**config.mk**
```make
export PLATFORM = sky130hd
export DESIGN_NAME = issue_dispatch_nw
export DESIGN_NICKNAME = d
export VERILOG_FILES = /design/src/rtl/issue_dispatch_nw.sv
export SDC_FILE = /design/constraint.sdc
export NUM_CORES = 2
export LEC_CHECK = 0
export CORE_ASPECT_RATIO = 0.8
export CORE_MARGIN = 10
export CORE_UTILIZATION = 29
export CTS_CLUSTER_DIAMETER = 30
export DETAILED_ROUTE_END_ITERATION = 10
export PLACE_DENSITY_LB_ADDON = 0.25
export SYNTH_ARGS = -nofsm -noshare
export SYNTH_HDL_FRONTEND = slang
export SYNTH_SLANG_ARGS = --single-unit
export TNS_END_PERCENT = 1
```
**constraint.sdc**
```tcl
create_clock -name clk -period 21.2 [get_ports clk]
set_clock_uncertainty 0.1 [all_clocks]
set_input_delay 3.18 -clock clk [delete_from_list [all_inputs] [get_ports clk]]
set_output_delay 3.18 -clock clk [all_outputs]
set_load 0.05 [all_outputs]
```
**src/rtl/issue_dispatch_nw.sv**
```systemverilog
// In-order issue queue feeding up to WIDTH execute slots per cycle, with
// intra-group hazard rules and a countdown scoreboard for late results.

module issue_dispatch_nw_lane (
  input  logic        first,
  input  logic [4:0]  rs1,
  input  logic [4:0]  rs2,
  input  logic        solo,
  input  logic        solo0,
  input  logic        br,
  input  logic        prior_br,
  input  logic [31:0] prior_wr,
  input  logic [31:0] busy,
  output logic        ok
);
  // prior_wr is a mask of rds written by older entries of this group.
  assign ok = !busy[rs1] && !busy[rs2] &&
              (first || (!solo0 && !solo && !(br && prior_br) &&
                         !prior_wr[rs1] && !prior_wr[rs2]));
endmodule

module issue_dispatch_nw #(
  parameter int WIDTH  = 2,
  parameter int DEPTH  = 8,
  parameter int PW     = 64,
  parameter int LD_LAT = 1
) (
  input  logic                         clk,
  input  logic                         rst,
  input  logic                         flush,
  input  logic                         ex_stall,
  input  logic [WIDTH-1:0]             in_valid,
  output logic                         in_ready,
  input  logic [5*WIDTH-1:0]           in_rd,
  input  logic [5*WIDTH-1:0]           in_rs1,
  input  logic [5*WIDTH-1:0]           in_rs2,
  input  logic [WIDTH-1:0]             in_we,
  input  logic [WIDTH-1:0]             in_br,
  input  logic [WIDTH-1:0]             in_solo,
  input  logic [WIDTH-1:0]             in_long,
  input  logic [PW*WIDTH-1:0]          in_payload,
  output logic [WIDTH-1:0]             out_valid,
  output logic [PW*WIDTH-1:0]          out_payload,
  output logic [$clog2(WIDTH+1)-1:0]   out_num,
  output logic [$clog2(DEPTH+1)-1:0]   q_count
);
  localparam int AW   = $clog2(DEPTH);
  localparam int PTRW = AW + 1;
  localparam int NW   = $clog2(WIDTH+1);
  localparam int QW   = $clog2(DEPTH+1);
  localparam int CW   = $clog2(LD_LAT+1);

  typedef struct packed {
    logic [4:0]    rd;
    logic [4:0]    rs1;
    logic [4:0]    rs2;
    logic          we;
    logic          br;
    logic          solo;
    logic          lng;
    logic [PW-1:0] payload;
  } entry_t;

  entry_t                  mem [DEPTH];
  entry_t [WIDTH-1:0]      head, in_ent;
  logic [PTRW-1:0]         wr_ptr, rd_ptr, count;
  logic [31:0][CW-1:0]     cnt, cnt_nxt;
  logic [31:0]             busy;
  logic [WIDTH-1:0]        exists, lane_ok, prior_br;
  logic [WIDTH-1:0][31:0]  prior_wr;
  logic [NW-1:0]           enq_num;
  logic                    enq;

  assign count    = wr_ptr - rd_ptr;
  assign q_count  = QW'(count);
  // No credit for a same-cycle dequeue: readiness looks at occupancy only.
  assign in_ready = count <= PTRW'(DEPTH - WIDTH);

  always_comb begin
    enq_num = '0;
    for (int i = 0; i < WIDTH; i++) begin
      enq_num = enq_num + NW'(in_valid[i]);
      in_ent[i].rd      = in_rd[5*i +: 5];
      in_ent[i].rs1     = in_rs1[5*i +: 5];
      in_ent[i].rs2     = in_rs2[5*i +: 5];
      in_ent[i].we      = in_we[i];
      in_ent[i].br      = in_br[i];
      in_ent[i].solo    = in_solo[i];
      in_ent[i].lng     = in_long[i];
      in_ent[i].payload = in_payload[PW*i +: PW];
    end
  end
  assign enq = (|in_valid) && in_ready && !flush && !rst;

  always_comb begin
    for (int r = 0; r < 32; r++) busy[r] = cnt[r] != '0;
  end

  always_comb begin
    logic [31:0] wm;
    logic        bm;
    wm = '0;
    bm = 1'b0;
    for (int k = 0; k < WIDTH; k++) begin
      head[k]     = mem[AW'(rd_ptr[AW-1:0] + AW'(k))];
      exists[k]   = count > PTRW'(k);
      prior_wr[k] = wm;
      prior_br[k] = bm;
      if (head[k].we && head[k].rd != 5'd0) wm[head[k].rd] = 1'b1;
      bm = bm | head[k].br;
    end
  end

  for (genvar k = 0; k < WIDTH; k++) begin : g_lane
    issue_dispatch_nw_lane u_lane (
      .first    (k == 0),
      .rs1      (head[k].rs1),
      .rs2      (head[k].rs2),
      .solo     (head[k].solo),
      .solo0    (head[0].solo),
      .br       (head[k].br),
      .prior_br (prior_br[k]),
      .prior_wr (prior_wr[k]),
      .busy     (busy),
      .ok       (lane_ok[k])
    );
  end

  // Issue chain stops at the first entry that cannot go.
  always_comb begin
    logic go;
    go          = !ex_stall && !flush && !rst;
    out_num     = '0;
    out_payload = '0;
    for (int k = 0; k < WIDTH; k++) begin
      go           = go && exists[k] && lane_ok[k];
      out_valid[k] = go;
      if (go) out_payload[PW*k +: PW] = head[k].payload;
      out_num      = out_num + NW'(go);
    end
  end

  // Younger issuing writers are applied last so they win on equal rd.
  always_comb begin
    for (int r = 0; r < 32; r++)
      cnt_nxt[r] = (cnt[r] == '0) ? '0 : cnt[r] - CW'(1);
    for (int k = 0; k < WIDTH; k++)
      if (out_valid[k] && head[k].lng && head[k].we && head[k].rd != 5'd0)
        cnt_nxt[head[k].rd] = CW'(LD_LAT);
  end

  always_ff @(posedge clk) begin
    if (rst || flush) begin
      wr_ptr <= '0;
      rd_ptr <= '0;
      cnt    <= '0;
    end else begin
      rd_ptr <= rd_ptr + PTRW'(out_num);
      cnt    <= cnt_nxt;
      if (enq) wr_ptr <= wr_ptr + PTRW'(enq_num);
    end
  end

  always_ff @(posedge clk) begin
    if (enq)
      for (int i = 0; i < WIDTH; i++)
        if (in_valid[i]) mem[AW'(wr_ptr[AW-1:0] + AW'(i))] <= in_ent[i];
  end
endmodule
```
; ---- Word-level counts from Yosys, hierarchy flattened
; Memories as Yosys holds them, arrays and structs flattened. A register that Yosys moved wholly into a read port is not among the register bits.
; Cells that the tools add are included.
[word_totals]
reg_bits = 40
ram_bits = 664
mem_count = 1
[op_classes]
magnitude_cmp = 11
n_reduce_logical = 42
n_addsub = 39
bitwise = 2
n_mux = 60
[mem_list]
columns = name, words, word_bits, rd, rd_ports_with_merged_regs, write_ports, line
row1 = mem, 8, 83, 2, 1, 2, 64  ; entry_t mem [DEPTH];
[ops]
columns = operator, n
row1 = $mux W64, 2
row2 = $mux W32, 3
row3 = $or A32 B32 Y32, 2
row4 = $mux W1, 46
row5 = $lt A5 B6 Y1 const B, 6
row6 = $sub A1 B1 Y1 const B, 32
row7 = $bmux W1 S5, 6
row8 = $logic_and A1 B1 Y1, 26
row9 = $logic_not A1 Y1, 12
row10 = $demux W1 S5, 2
row11 = $ge A5 B1 Y1 const B, 2
row12 = $reduce_bool A5 Y1, 2
row13 = $add A4 B2 Y4, 2
row14 = $gt A4 B1 Y1 const B, 2
row15 = $add A3 B1 Y3 const B, 2
row16 = $add A1 B1 Y2, 2
row17 = $le A4 B3 Y1 const B, 1
row18 = $sub A4 B4 Y4, 1
row19 = $mux W3, 1
row20 = $reduce_or A2 Y1, 1
row21 = $logic_or A1 B1 Y1, 1

; ---- Depth between registers and ports, before layout
[logic_depth]
word_depth = 16
mapped_depth = 24
mapped_depth_nobuf = 18

; ---- Cells and area by module
; Synthesis repeated with hierarchy kept, for this count alone.
[unflattened]
cells_unflattened = 2831
area_unflattened_um2 = 42595.9
[modules_own_cells]
columns = module, area_each_um2, seq_area_each_um2, instances, cells_each
row1 = issue_dispatch_nw, 40288.6, 20739.9, 1, 2601
row2 = issue_dispatch_nw_lane, 1153.6, 0.0, 2, 115

; ---- Worst setup path after synthesis
; Ideal clock, no wire load.
[synth_path]
path_type = input port to flip-flop
startpoint = input port flush
endpoint = memory mem[0][0] (netlist name) (enable)
cell_stages = 5
setup_time_ns = 0.647
required_ns = 20.453
path_slack_ns = 10.057
arrival_ns = 10.395
path_cell_list = or2_2 -> clkbuf_1 -> a311oi_1 -> nand3b_1 -> o31ai_1
[synth_lines]
columns = item, line
row1 = "start, declared", 30  ; input logic flush,
row2 = "end, declared", 64

; ---- Final worst setup path
[layout_path]
startpoint = register rd_ptr[0]
endpoint = output port out_payload[65]
[layout_between]
elab_chain_len = 10
[layout_lines]
columns = item, line
row1 = "start, declared", 66  ; logic [PTRW-1:0] wr_ptr, rd_ptr, count;
row2 = "start signal, assigned", 158  ; rd_ptr <= rd_ptr + PTRW'(out_num);
row3 = $add A3 B1 Y3, 105  ; head[k] = mem[AW'(rd_ptr[AW-1:0] + AW'(k))];
row4 = $mem_v2 Z8 W83, --
row5 = $bmux W1 S5 (tied with other cells), 19  ; !prior_wr[rs1] && !prior_wr[rs2]));
row6 = $mux W1 (implied by the code) (tied with other cells), 19
row7 = $logic_not A1 Y1 or $logic_and A1 B1 Y1 (tied branches), "19, 18"
row8 = $logic_and A1 B1 Y1, 18  ; (first || (!solo0 && !solo && !(br && prior_br) &&
row9 = $logic_and A1 B1 Y1, 19
row10 = $logic_and A1 B1 Y1, 17  ; assign ok = !busy[rs1] && !busy[rs2] &&
row11 = $logic_and A1 B1 Y1, 136  ; go = go && exists[k] && lane_ok[k];
row12 = $mux W64 *, 138  ; if (go) out_payload[PW*k +: PW] = head[k].payload;
row13 = "end, declared", 43  ; output logic [PW*WIDTH-1:0] out_payload,
; Every way passes the cells marked *; elsewhere a longest branch is shown, timed or not. The select of a mux whose other input is x is not followed.

==> flow_summary.toml <==
[global_route]
grt_pass1_wl_um = 214000
overflow = 0
grt_pass1_vias = 29600
track_usage = 0.179
antenna_found_initial = 37
grt_max_degree = 122

[clocking]
clk_pin_slew_worst_paths_ns = 0.04
numCtsBuffers = 195
cts_tree = "built"
cts_setup_buffers = 0
post_cts_resized = 0
clk_latency_ns = 0.80
clockBufferDepth = 3
cts.sinks = 704
cts.hold.buffers_added = 0
cts-root-buf = "clkbuf_16"
cts-htree-levels = 4

[setup_path]
worstPathMaxFanout = 59
critPathLaunchType = "flop"
rrSetupSlack_ns = 14.36
cpMostUsedCell = "buf_4"
slowest_delay_ns = 0.94
worstPathRequired_ns = 17.92
cp_top_family = "buffers and inverters"
rr_startpoint = "rd_ptr[2]"
ff2ff_path_depth = 12
r2r-end = "mem[7][55]"
cp_cell_sequence = "buf_4 > mux4_2 > mux2i_1 > nor2b_1 > a22oi_1 > o22ai_1 > a21oi_1 > o31ai_4 > buf_4 > buf_4 > nor3_1 > clkdlybuf4s50_1"
slowest_stage = "o31ai_4"
path_class = "flop to primary output"
path_buf_inv = 4
critPathCaptureType = "primary output"
cp_data_arrival_time_ns = 7.87

[power]
seq_power_share = 0.327
powerDensity_nw_per_um2 = 87.2
power.internal_uw = 3720
ir_worst_vdd_mv = 0.0772
power_uw = 4740
p_comb_frac = 0.046
p_leak_uw = 0.0171
clkPwrFrac = 0.627
swShare = 0.215
switchingPower_uw = 1020

[hold_path]
whs_endpoint = "wr_ptr[3]"
whs_path_depth = 2
hold_start = "wr_ptr[3]"
hold_path_class = "flop to flop"

[detailed_routing]
ant_nets = 0
viasPerCell = 5.34
wl_um = 148000
initialDrtViolationCount = 2111
post_drt_wl_per_cell_um = 28.4
drc = 0
first_pass_iters = 5
vias = 27700

[timing]
period_share = 0.526
finalHoldViolations = 0
setup_viol = 0
fmax_ghz = 0.0897
finalSetupTns_ns = 0
rsz0062_at_grt = "no"
final.min_clock_period_ns = 11.15
slew_violations = 0
relSlewSlack = 0.252
worst_pin_slew_ns = 1.09

[floorplanning]
die_w_um = 447
ios = 309
num_rows = 125
dieArea_sq_um = 162000
coreArea_sq_um = 145000
initial_core_util = 0.292
die_h_um = 362

[final_layout]
area_delta_synth_final_pct = 28.1
drive_above_1_share = 0.446
final_common_cell = "mux2_2"
ff_latch_area_sq_um = 20800
nNetsFinal = 3291
layout.cells.non_filler = 5199
multi_input_area_sq_um = 20700
n_fill_cell = 13600
layout_common_cells = "682 x mux2_2, 664 x edfxtp_1, 323 x mux4_2, 308 x clkdlybuf4s50_1, 219 x nand2_1"

[synthesis]
synth-async-reset-ratio = 0
yosys_warnings = 0
synthesis.nets = 2955
ys.flop_type = "edfxtp_1"
synth_area_per_cell_sq_um = 15.3
synth-seq-area-share = 0.489
yosys_register_bits = 704
synth_enable_flop_cells = 664
synth_cells = 2771
synthDistinctLibCells = 63
mappedNetlistArea_sq_um = 42400

[placement]
dpl.hpwl_um = 86800
port_buffers = 308
place_congestion = 0.842
dp.cells = 4815

[status]
run_status = "complete, no violations"

[run]
cap_violations = 0
[cells in the mapped netlist, types with 9 or more instances]
cell type | number | area share
a21oi_1 | 77 | 0.0091
nor3_1 | 45 | 0.0053
nor3_2 | 39 | 0.0092
mux2_2 | 682 | 0.18
inv_1 | 21 | 0.0019
o32ai_2 | 29 | 0.011
clkbuf_1 | 143 | 0.013
nand3b_1 | 19 | 0.0034
mux2i_1 | 158 | 0.037
o21ai_0 | 10 | 0.0012
buf_2 | 40 | 0.0047
mux4_2 | 323 | 0.17
ha_1 | 9 | 0.0027
nand3_1 | 19 | 0.0022
buf_6 | 12 | 0.0032
buf_1 | 24 | 0.0021
nor3b_1 | 18 | 0.0032
dfxtp_1 | 40 | 0.019
edfxtp_1 | 664 | 0.47
nand2_1 | 221 | 0.020
nor2_1 | 46 | 0.0041
xnor2_1 | 10 | 0.0021
nand2b_1 | 9 | 0.0013
[power by group through the flow]
stage	logic (uW)	clock network, uW	registers (uW)
2_1_floorplan	118	0	1570
3_3_place_gp	214	0	1570
3_5_place_dp	215	0	1570
4_1_cts	217	3010	1550
5_1_grt	233	3100	1550
6_report	216	2970	1550
[flip-flops by register name, indices dropped and copies added (netlist names)]
register and flops:
mem 664, wr_ptr 4, busy 32, rd_ptr 4
[worst max-delay path by stage]
stage | start | end | slack [ns] | depth (start not counted)
after floorplan | flush | mem[0][0] | 10.06 | 5
after global placement | ex_stall | out_payload[123] | 10.23 | 9
after detailed placement | ex_stall | out_payload[123] | 10.23 | 9
after CTS | rd_ptr[0] | out_payload[81] | 9.94 | 12
after global routing | rd_ptr[0] | out_payload[81] | 9.59 | 12
final | rd_ptr[0] | out_payload[65] | 10.05 | 12
[worst min-delay path, delay by kind of cell, from the launching register on]
kind	cells	cell delay (ns)
xor gates and xnor gates	1	0.08
DFF	1	0.36
and+or+nand+nor	1	0.07
[area by class of cell]
cell class,count,area share
repair buffers,365,0.0658
multi-input cells,1819,0.382
diodes,19,0.000875
flip-flops and latches,704,0.382
inverters,22,0.00157
clock buffers,247,0.0972
clock inverters,118,0.0267
well taps,1905,0.0439
[through the flow]
stage | area, sq um | setup WS, ns | hold slack [ns] | utilization
floorplan | 42400 | 10.06 | 0.398 | -
global placement | 47500 | 10.23 | 0.421 | 0.327
detailed placement | 47500 | 10.23 | 0.428 | 0.327
CTS | 54300 | 9.94 | 0.444 | 0.374
global route | 54300 | 9.59 | 0.490 | 0.374
finish | 54300 | 10.05 | 0.440 | 0.374
[cells by family after synthesis]
kind of cell               after synthesis  synth area share
buffers and inverters                  248            0.0261
other                                    1         0.0000884
DFF                                    704             0.489
muxes                                 1164             0.390
adders and majority gates               12           0.00407
AOI/OAI and AO/OA                      174            0.0328
and+or+nand+nor                        450            0.0536
xor gates and xnor gates                18           0.00390
[metal layers]
| layer | track usage | part of all wire | vias to the layer above |
|---|---|---|---|
| met1 | 0.227 | 0.42 | 14600 |
| met3 | 0.0378 | 0.051 | 285 |
| met2 | 0.294 | 0.49 | 835 |
| li1 | - | - | 12000 |
| met5 | 0 | 0.0012 | - |
| met4 | 0.0786 | 0.037 | 26 |
(Power assumes the default switching activity.)
